`src/rtl/bcd_alu_pkg.sv`:
```
// bcd_alu_pkg: shared types and constants for the digit-serial BCD ALU.
//   bcd_digit_t   - one packed BCD digit
//   state_t       - controller states (FIX is always declared, reachable
//                   only when BCD_ALU_SIGN_MAG_EN is defined)
//   BCD_MAX_DIGIT - largest legal digit, also the 9's complement base
//   BCD_ADJ       - decimal adjust added when a binary digit sum exceeds 9
//   digit_bad()   - flags a nibble that is not a legal BCD digit
package bcd_alu_pkg;

  typedef logic [3:0] bcd_digit_t;

  typedef enum logic [1:0] {
    IDLE = 2'd0,
    RUN  = 2'd1,
    FIX  = 2'd2,
    DONE = 2'd3
  } state_t;

  localparam bcd_digit_t BCD_MAX_DIGIT = 4'd9;
  localparam bcd_digit_t BCD_ADJ       = 4'd6;

  function automatic logic digit_bad(input bcd_digit_t d);
    return (d > BCD_MAX_DIGIT);
  endfunction

endpackage

```
`src/rtl/bcd_digit_add.sv`:
```
// bcd_digit_add: combinational single-digit BCD adder with decimal adjust.
// Ports:
//   a, b  - input BCD digits (b may already be 9's complemented)
//   cin   - carry in
//   sum   - adjusted BCD sum digit
//   cout  - decimal carry out
module bcd_digit_add
  import bcd_alu_pkg::*;
(
  input  bcd_digit_t a,
  input  bcd_digit_t b,
  input  logic       cin,
  output bcd_digit_t sum,
  output logic       cout
);

  logic [4:0] bin_sum;
  logic [4:0] adj_sum;

  // Binary add, then add 6 when the result leaves the decimal range.
  always_comb begin
    bin_sum = {1'b0, a} + {1'b0, b} + {4'b0000, cin};
    adj_sum = bin_sum + {1'b0, BCD_ADJ};
    if (bin_sum > {1'b0, BCD_MAX_DIGIT}) begin
      sum  = adj_sum[3:0];
      cout = 1'b1;
    end else begin
      sum  = bin_sum[3:0];
      cout = 1'b0;
    end
  end

endmodule

```
`src/rtl/bcd_serial_alu.sv`:
```
// bcd_serial_alu: digit-serial packed-BCD add/subtract, LSD first, one digit
// per clock through a single shared bcd_digit_add.
// Ports:
//   clk, rst_n   - rising-edge clock, asynchronous active-low reset
//   start, sub   - operation request (sampled in IDLE), 0 = a+b, 1 = a-b
//   a, b         - packed BCD operands, digit 0 in [3:0]
//   ready / busy - IDLE / (RUN, FIX, DONE) status, mutually exclusive
//   done         - one-cycle pulse when result/carry/err/neg are updated
//   result       - packed BCD result, held until the next done
//   carry        - add: decimal carry out; sub: 1 = no borrow
//   err          - an operand digit was > 9
//   neg          - sign flag, only ever set with BCD_ALU_SIGN_MAG_EN
// Build option: define BCD_ALU_SIGN_MAG_EN to return negative differences as
// magnitude plus neg = 1 (extra FIX pass) instead of 10's complement.
module bcd_serial_alu
  import bcd_alu_pkg::*;
#(
  parameter int DIGITS = 2
) (
  input  logic                  clk,
  input  logic                  rst_n,
  input  logic                  start,
  input  logic                  sub,
  input  logic [4*DIGITS-1:0]   a,
  input  logic [4*DIGITS-1:0]   b,
  output logic                  ready,
  output logic                  busy,
  output logic                  done,
  output logic [4*DIGITS-1:0]   result,
  output logic                  carry,
  output logic                  err,
  output logic                  neg
);

  localparam int W     = 4 * DIGITS;
  localparam int CNT_W = $clog2(DIGITS + 1);
  localparam logic [CNT_W-1:0] LAST_CNT = CNT_W'(DIGITS - 1);

`ifdef BCD_ALU_SIGN_MAG_EN
  localparam logic SIGN_MAG = 1'b1;
`else
  localparam logic SIGN_MAG = 1'b0;
`endif

  state_t           state_q, state_d;
  logic [W-1:0]     a_q, a_d, b_q, b_d, sh_q, sh_d, result_q, result_d;
  logic             sub_q, sub_d, carry_q, carry_d, err_q, err_d;
  logic             neg_pend_q, neg_pend_d;
  logic [CNT_W-1:0] cnt_q, cnt_d;
  logic             cout_q, cout_d, err_out_q, err_out_d, neg_q, neg_d;
  logic             done_q, done_d;

  bcd_digit_t       add_a, add_b, add_sum;
  logic             add_cout;
  logic             any_bad;
  logic [W+3:0]     sh_ext, a_ext, b_ext;

  bcd_digit_add u_add (
    .a    (add_a),
    .b    (add_b),
    .cin  (carry_q),
    .sum  (add_sum),
    .cout (add_cout)
  );

  // Operand legality check on the raw inputs sampled at start.
  always_comb begin
    any_bad = 1'b0;
    for (int i = 0; i < DIGITS; i++) begin
      any_bad = any_bad | digit_bad(a[4*i +: 4]) | digit_bad(b[4*i +: 4]);
    end
  end

  // Adder operand mux: FIX computes 0 - raw using the 9's complement of the
  // raw digit that sits at the bottom of the shift register.
  always_comb begin
    if (state_q == FIX) begin
      add_a = 4'd0;
      add_b = BCD_MAX_DIGIT - sh_q[3:0];
    end else begin
      add_a = a_q[3:0];
      add_b = sub_q ? (BCD_MAX_DIGIT - b_q[3:0]) : b_q[3:0];
    end
  end

  // Shifted views: new sum digit enters at the MSD end, operands drop LSD.
  always_comb begin
    sh_ext = {add_sum, sh_q} >> 4'd4;
    a_ext  = {4'd0, a_q} >> 4'd4;
    b_ext  = {4'd0, b_q} >> 4'd4;
  end

  // Next-state and datapath control.
  always_comb begin
    state_d    = state_q;
    a_d        = a_q;
    b_d        = b_q;
    sub_d      = sub_q;
    carry_d    = carry_q;
    cnt_d      = cnt_q;
    err_d      = err_q;
    sh_d       = sh_q;
    neg_pend_d = neg_pend_q;
    result_d   = result_q;
    cout_d     = cout_q;
    err_out_d  = err_out_q;
    neg_d      = neg_q;
    done_d     = 1'b0;
    case (state_q)
      IDLE: begin
        if (start) begin
          state_d    = RUN;
          a_d        = a;
          b_d        = b;
          sub_d      = sub;
          carry_d    = sub;
          cnt_d      = '0;
          err_d      = any_bad;
          sh_d       = '0;
          neg_pend_d = 1'b0;
        end else begin
          state_d = IDLE;
        end
      end
      RUN: begin
        if (err_q) begin
          state_d = DONE;
        end else begin
          carry_d = add_cout;
          sh_d    = sh_ext[W-1:0];
          a_d     = a_ext[W-1:0];
          b_d     = b_ext[W-1:0];
          if (cnt_q == LAST_CNT) begin
            if (SIGN_MAG && sub_q && !add_cout) begin
              state_d    = FIX;
              cnt_d      = '0;
              carry_d    = 1'b1;
              neg_pend_d = 1'b1;
            end else begin
              state_d = DONE;
            end
          end else begin
            cnt_d = cnt_q + CNT_W'(1);
          end
        end
      end
      FIX: begin
        carry_d = add_cout;
        sh_d    = sh_ext[W-1:0];
        if (cnt_q == LAST_CNT) begin
          state_d = DONE;
        end else begin
          cnt_d = cnt_q + CNT_W'(1);
        end
      end
      DONE: begin
        state_d = IDLE;
        done_d  = 1'b1;
        if (err_q) begin
          result_d  = '0;
          cout_d    = 1'b0;
          err_out_d = 1'b1;
          neg_d     = 1'b0;
        end else begin
          result_d  = sh_q;
          cout_d    = carry_q & ~neg_pend_q;
          err_out_d = 1'b0;
          neg_d     = neg_pend_q;
        end
      end
      default: begin
        state_d = IDLE;
      end
    endcase
  end

  // State, working and output registers.
  always_ff @(posedge clk or negedge rst_n) begin
    if (!rst_n) begin
      state_q    <= IDLE;
      a_q        <= '0;
      b_q        <= '0;
      sub_q      <= 1'b0;
      carry_q    <= 1'b0;
      cnt_q      <= '0;
      err_q      <= 1'b0;
      sh_q       <= '0;
      neg_pend_q <= 1'b0;
      result_q   <= '0;
      cout_q     <= 1'b0;
      err_out_q  <= 1'b0;
      neg_q      <= 1'b0;
      done_q     <= 1'b0;
    end else begin
      state_q    <= state_d;
      a_q        <= a_d;
      b_q        <= b_d;
      sub_q      <= sub_d;
      carry_q    <= carry_d;
      cnt_q      <= cnt_d;
      err_q      <= err_d;
      sh_q       <= sh_d;
      neg_pend_q <= neg_pend_d;
      result_q   <= result_d;
      cout_q     <= cout_d;
      err_out_q  <= err_out_d;
      neg_q      <= neg_d;
      done_q     <= done_d;
    end
  end

  assign ready  = (state_q == IDLE);
  assign busy   = (state_q != IDLE);
  assign done   = done_q;
  assign result = result_q;
  assign carry  = cout_q;
  assign err    = err_out_q;
  assign neg    = neg_q;

endmodule

```
`config.mk`:
```
export PLATFORM = sky130hd
export DESIGN_NAME = bcd_serial_alu
export DESIGN_NICKNAME = d
export VERILOG_FILES = /design/src/rtl/bcd_alu_pkg.sv /design/src/rtl/bcd_digit_add.sv /design/src/rtl/bcd_serial_alu.sv
export SDC_FILE = /design/constraint.sdc
export NUM_CORES = 1
export LEC_CHECK = 0
export BUFFER_PORTS_ARGS = -buffer_cell sky130_fd_sc_hd__buf_2
export CORE_AREA = 2 2 93 95
export DETAILED_ROUTE_END_ITERATION = 8
export DIE_AREA = 0 0 95 97
export GPL_ROUTABILITY_DRIVEN = 0
export HOLD_SLACK_MARGIN = 0.06
export PLACE_DENSITY = 0.51
export SLEW_MARGIN = 15
export SYNTH_ARGS = -nofsm -noshare
export SYNTH_HDL_FRONTEND = slang
export SYNTH_HIERARCHICAL = 1
export SYNTH_SLANG_ARGS = --single-unit
```
`constraint.sdc`:
```
create_clock -name clk -period 4.32 [get_ports clk]
set_input_delay 0.432 -clock clk [delete_from_list [all_inputs] [get_ports clk]]
set_output_delay 0.432 -clock clk [all_outputs]
set_load 0.02 [all_outputs]
```
==> flow_metrics.tcl <==
set metrics [dict create \
    status "completed" \
    synthAdderAreaFrac_pct 8.446 \
    clockBufferDepth 2 \
    fin_nets 294 \
    cp.arrival_ns 3.59 \
    synth.distinct_cells 37 \
    fin_crit_sh_pct 79.44 \
    setup_violations 0 \
    vias 1668 \
    die-height_um 97 \
    instances_no_fill 365 \
    setup.reg_to_reg.worst_slack_ns 0.89 \
    synth_fp_nets 268 \
    num_io_pins 34 \
    ys_ff_latch 42 \
    row_count 33 \
    slowest_stage "dfrtp_1" \
    synth_seq_area_share_pct 43.80 \
    die_x_um 95 \
    yosysTopAreaCellShare_pct 43.80 \
    n_antenna_cell 0 \
    synth.most_common_cell "dfrtp_1" \
    r2r_end "sh_q[7]" \
    grt_max_degree 43 \
    synth_area_leaders "dfrtp_1, ha_1, mux2_2" \
    critPathBufInv 1 \
    final_max_slew_viol_count 0 \
    synth_top_family_by_area "multiplexers" \
    root_buffer "clkbuf_8" \
    final.min_clock_period_ns 3.432 \
    track_usage_pct 11.29 \
    grt_use_met1_pct 17.37 \
    place_area_um2 2606 \
    yosys.area_share.simple_pct 11.94 \
    hpwl_um 3299 \
    drv_cap 0 \
    startpoint_type "flop" \
    synthFlopType "dfrtp_1" \
    drive_gt1_share_pct 22.31 \
    ff2ff_path_depth 12 \
    critPathTopFamily "adder cells" \
    drt_iter0_drc 31 \
    ctsResizeCount 0 \
    top_usage_layer "met1" \
    yosys_warnings 6 \
    syn_area_per_cell_um2 10.30 \
    ant_nets 0 \
    use_met3_pct 2.960 \
    clkTransAtPathRegs_ns 0.08 \
    clock_latency_ns 0.29 \
    yosys-top-cells-count "dfrtp_1, inv_1, o21ai_0, nand2_1, mux2i_1" \
    finalHoldViolations 0 \
    syn_area_um2 2400 \
    endpoint_kind "flop" \
    path_max_fanout 13 \
    grt_pass1_vias 1655 \
    grt_use_met2_pct 15.28 \
    cts-buffers-inserted 5 \
    rsz0062_at_grt "no" \
    cp_slowest_stage_delay_ns 0.45 \
    initial_utilization_pct 29.50 \
    setup_tns_ns 0 \
    drt_pass1_iterations 4 \
    reg2reg_from "state_q[0]" \
    core_area_um2 8134 \
    antenna_found_initial 0 \
    synth_edf_count 0 \
    fin_skew_ns 0.004731 \
    worstPathCellList "inv_1 -> ha_1 -> a21oi_1 -> fa_1 -> fa_1 -> xnor2_1 -> ha_1 -> a31o_1 -> a2111oi_0 -> nor2b_1 -> nand2_1 -> mux2i_1" \
    wl_um 4607 \
    hold_buffers 0 \
    numClockSinks 42 \
    timing.fmax_mhz 291.4 \
    crit_type "reg -> reg" \
    wire_per_inst_um 12.62 \
    crit_required_ns 4.47 \
    final_area_um2 2716 \
    min_path_type "in -> async" \
    syn_to_final_growth_pct 13.19 \
    grt_overflow 0 \
    async_flop_share_pct 100.0 \
    htreeDepth 2 \
    cts_setup_buffers 0 \
    dpl.cell_count 357 \
    io_buffers 32 \
    die-area_um2 9215 \
    synth_xor_area_share_pct 1.825 \
    viasPerCell 4.570 \
    syn_inst 233 \
    grt_pass1_wl_um 8280 \
    drc 0 \
    cts_tree "yes" \
    tightestPinTransition_ns 0.9573 \
    synth_top_area_cell "dfrtp_1" \
    synthMuxAreaShare_pct 12.83 \
    slew_headroom_pct 36.18 \
    synth_compound_area_share_pct 11.84 \
]
per-layer routing:
metal / wire length (um) / vias up
met4: 57 / 0
met5: 0 / -
met1: 2530 / 785
met2: 1829 / 40
li1: - / 836
met3: 189 / 7
worst register-to-register path, stage by stage, from the launching register on:
cell,delay (ns)
dfrtp_1,0.45
inv_1,0.13
ha_1,0.39
a21oi_1,0.15
fa_1,0.45
fa_1,0.42
xnor2_1,0.18
ha_1,0.24
a31o_1,0.23
a2111oi_0,0.44
nor2b_1,0.08
nand2_1,0.07
mux2i_1,0.07
through the flow:
step	setup WS, ns	utilization, %	hold slack, ns
2_1_floorplan	1.066	-	0.1364
3_3_place_gp	0.9791	32.04	0.4776
3_5_place_dp	0.8955	32.04	0.4837
4_1_cts	0.8740	33.39	0.3195
5_1_grt	0.6036	33.39	0.3617
6_report	0.8882	33.39	0.2842
flip-flops by register name, summed over array words and instances, names as in the netlist, 2 cells and up:
name     flops
a_q          8
b_q          8
result       8
sh_q         8
cnt_q        2
state_q      2
cell type report:
class	instances	area [um^2]
sequential	42	1051
tap	105	131.4
inverter	36	135.1
timing repair buffer	32	160.2
clock buffer	8	110.1
multi-input combinational	142	1129
fill	853	5418
cells by family after synthesis:
group | after synthesis
AO/OA/AOI/OAI | 45
other | 1
adder cells (fa/ha/maj) | 15
AND/OR/NAND/NOR | 47
flip-flops | 42
XOR/XNOR | 5
buffers and inverters | 49
multiplexers | 29
cell usage in the layout (no fill, tap or decap), types with 2 or more instances in the layout:
master,n
dfrtp_1,42
inv_1,36
buf_2,32
o21ai_0,25
nand2_1,16
mux2i_1,15
mux2_2,14
ha_1,13
nand3b_1,9
nand4b_1,8
clkbuf_8,8
nor2b_1,6
a21oi_1,6
xor2_1,3
nor2_1,2
a21o_1,2
and3_1,2
a41oi_1,2
xnor2_1,2
fa_1,2
worst max-delay path by stage:
stage | cells past startpoint | to | start
floorplan | 13 | sh_q[6] | state_q[0]
global placement | 12 | sh_q[6] | state_q[0]
detailed placement | 12 | sh_q[6] | state_q[0]
CTS | 12 | sh_q[6] | state_q[0]
global route | 12 | sh_q[6] | state_q[0]
finish | 12 | sh_q[7] | state_q[0]
Power is left out: the tool's default activity adds up to more than one toggle a clock period on the data nets, which glitch-free logic cannot reach.
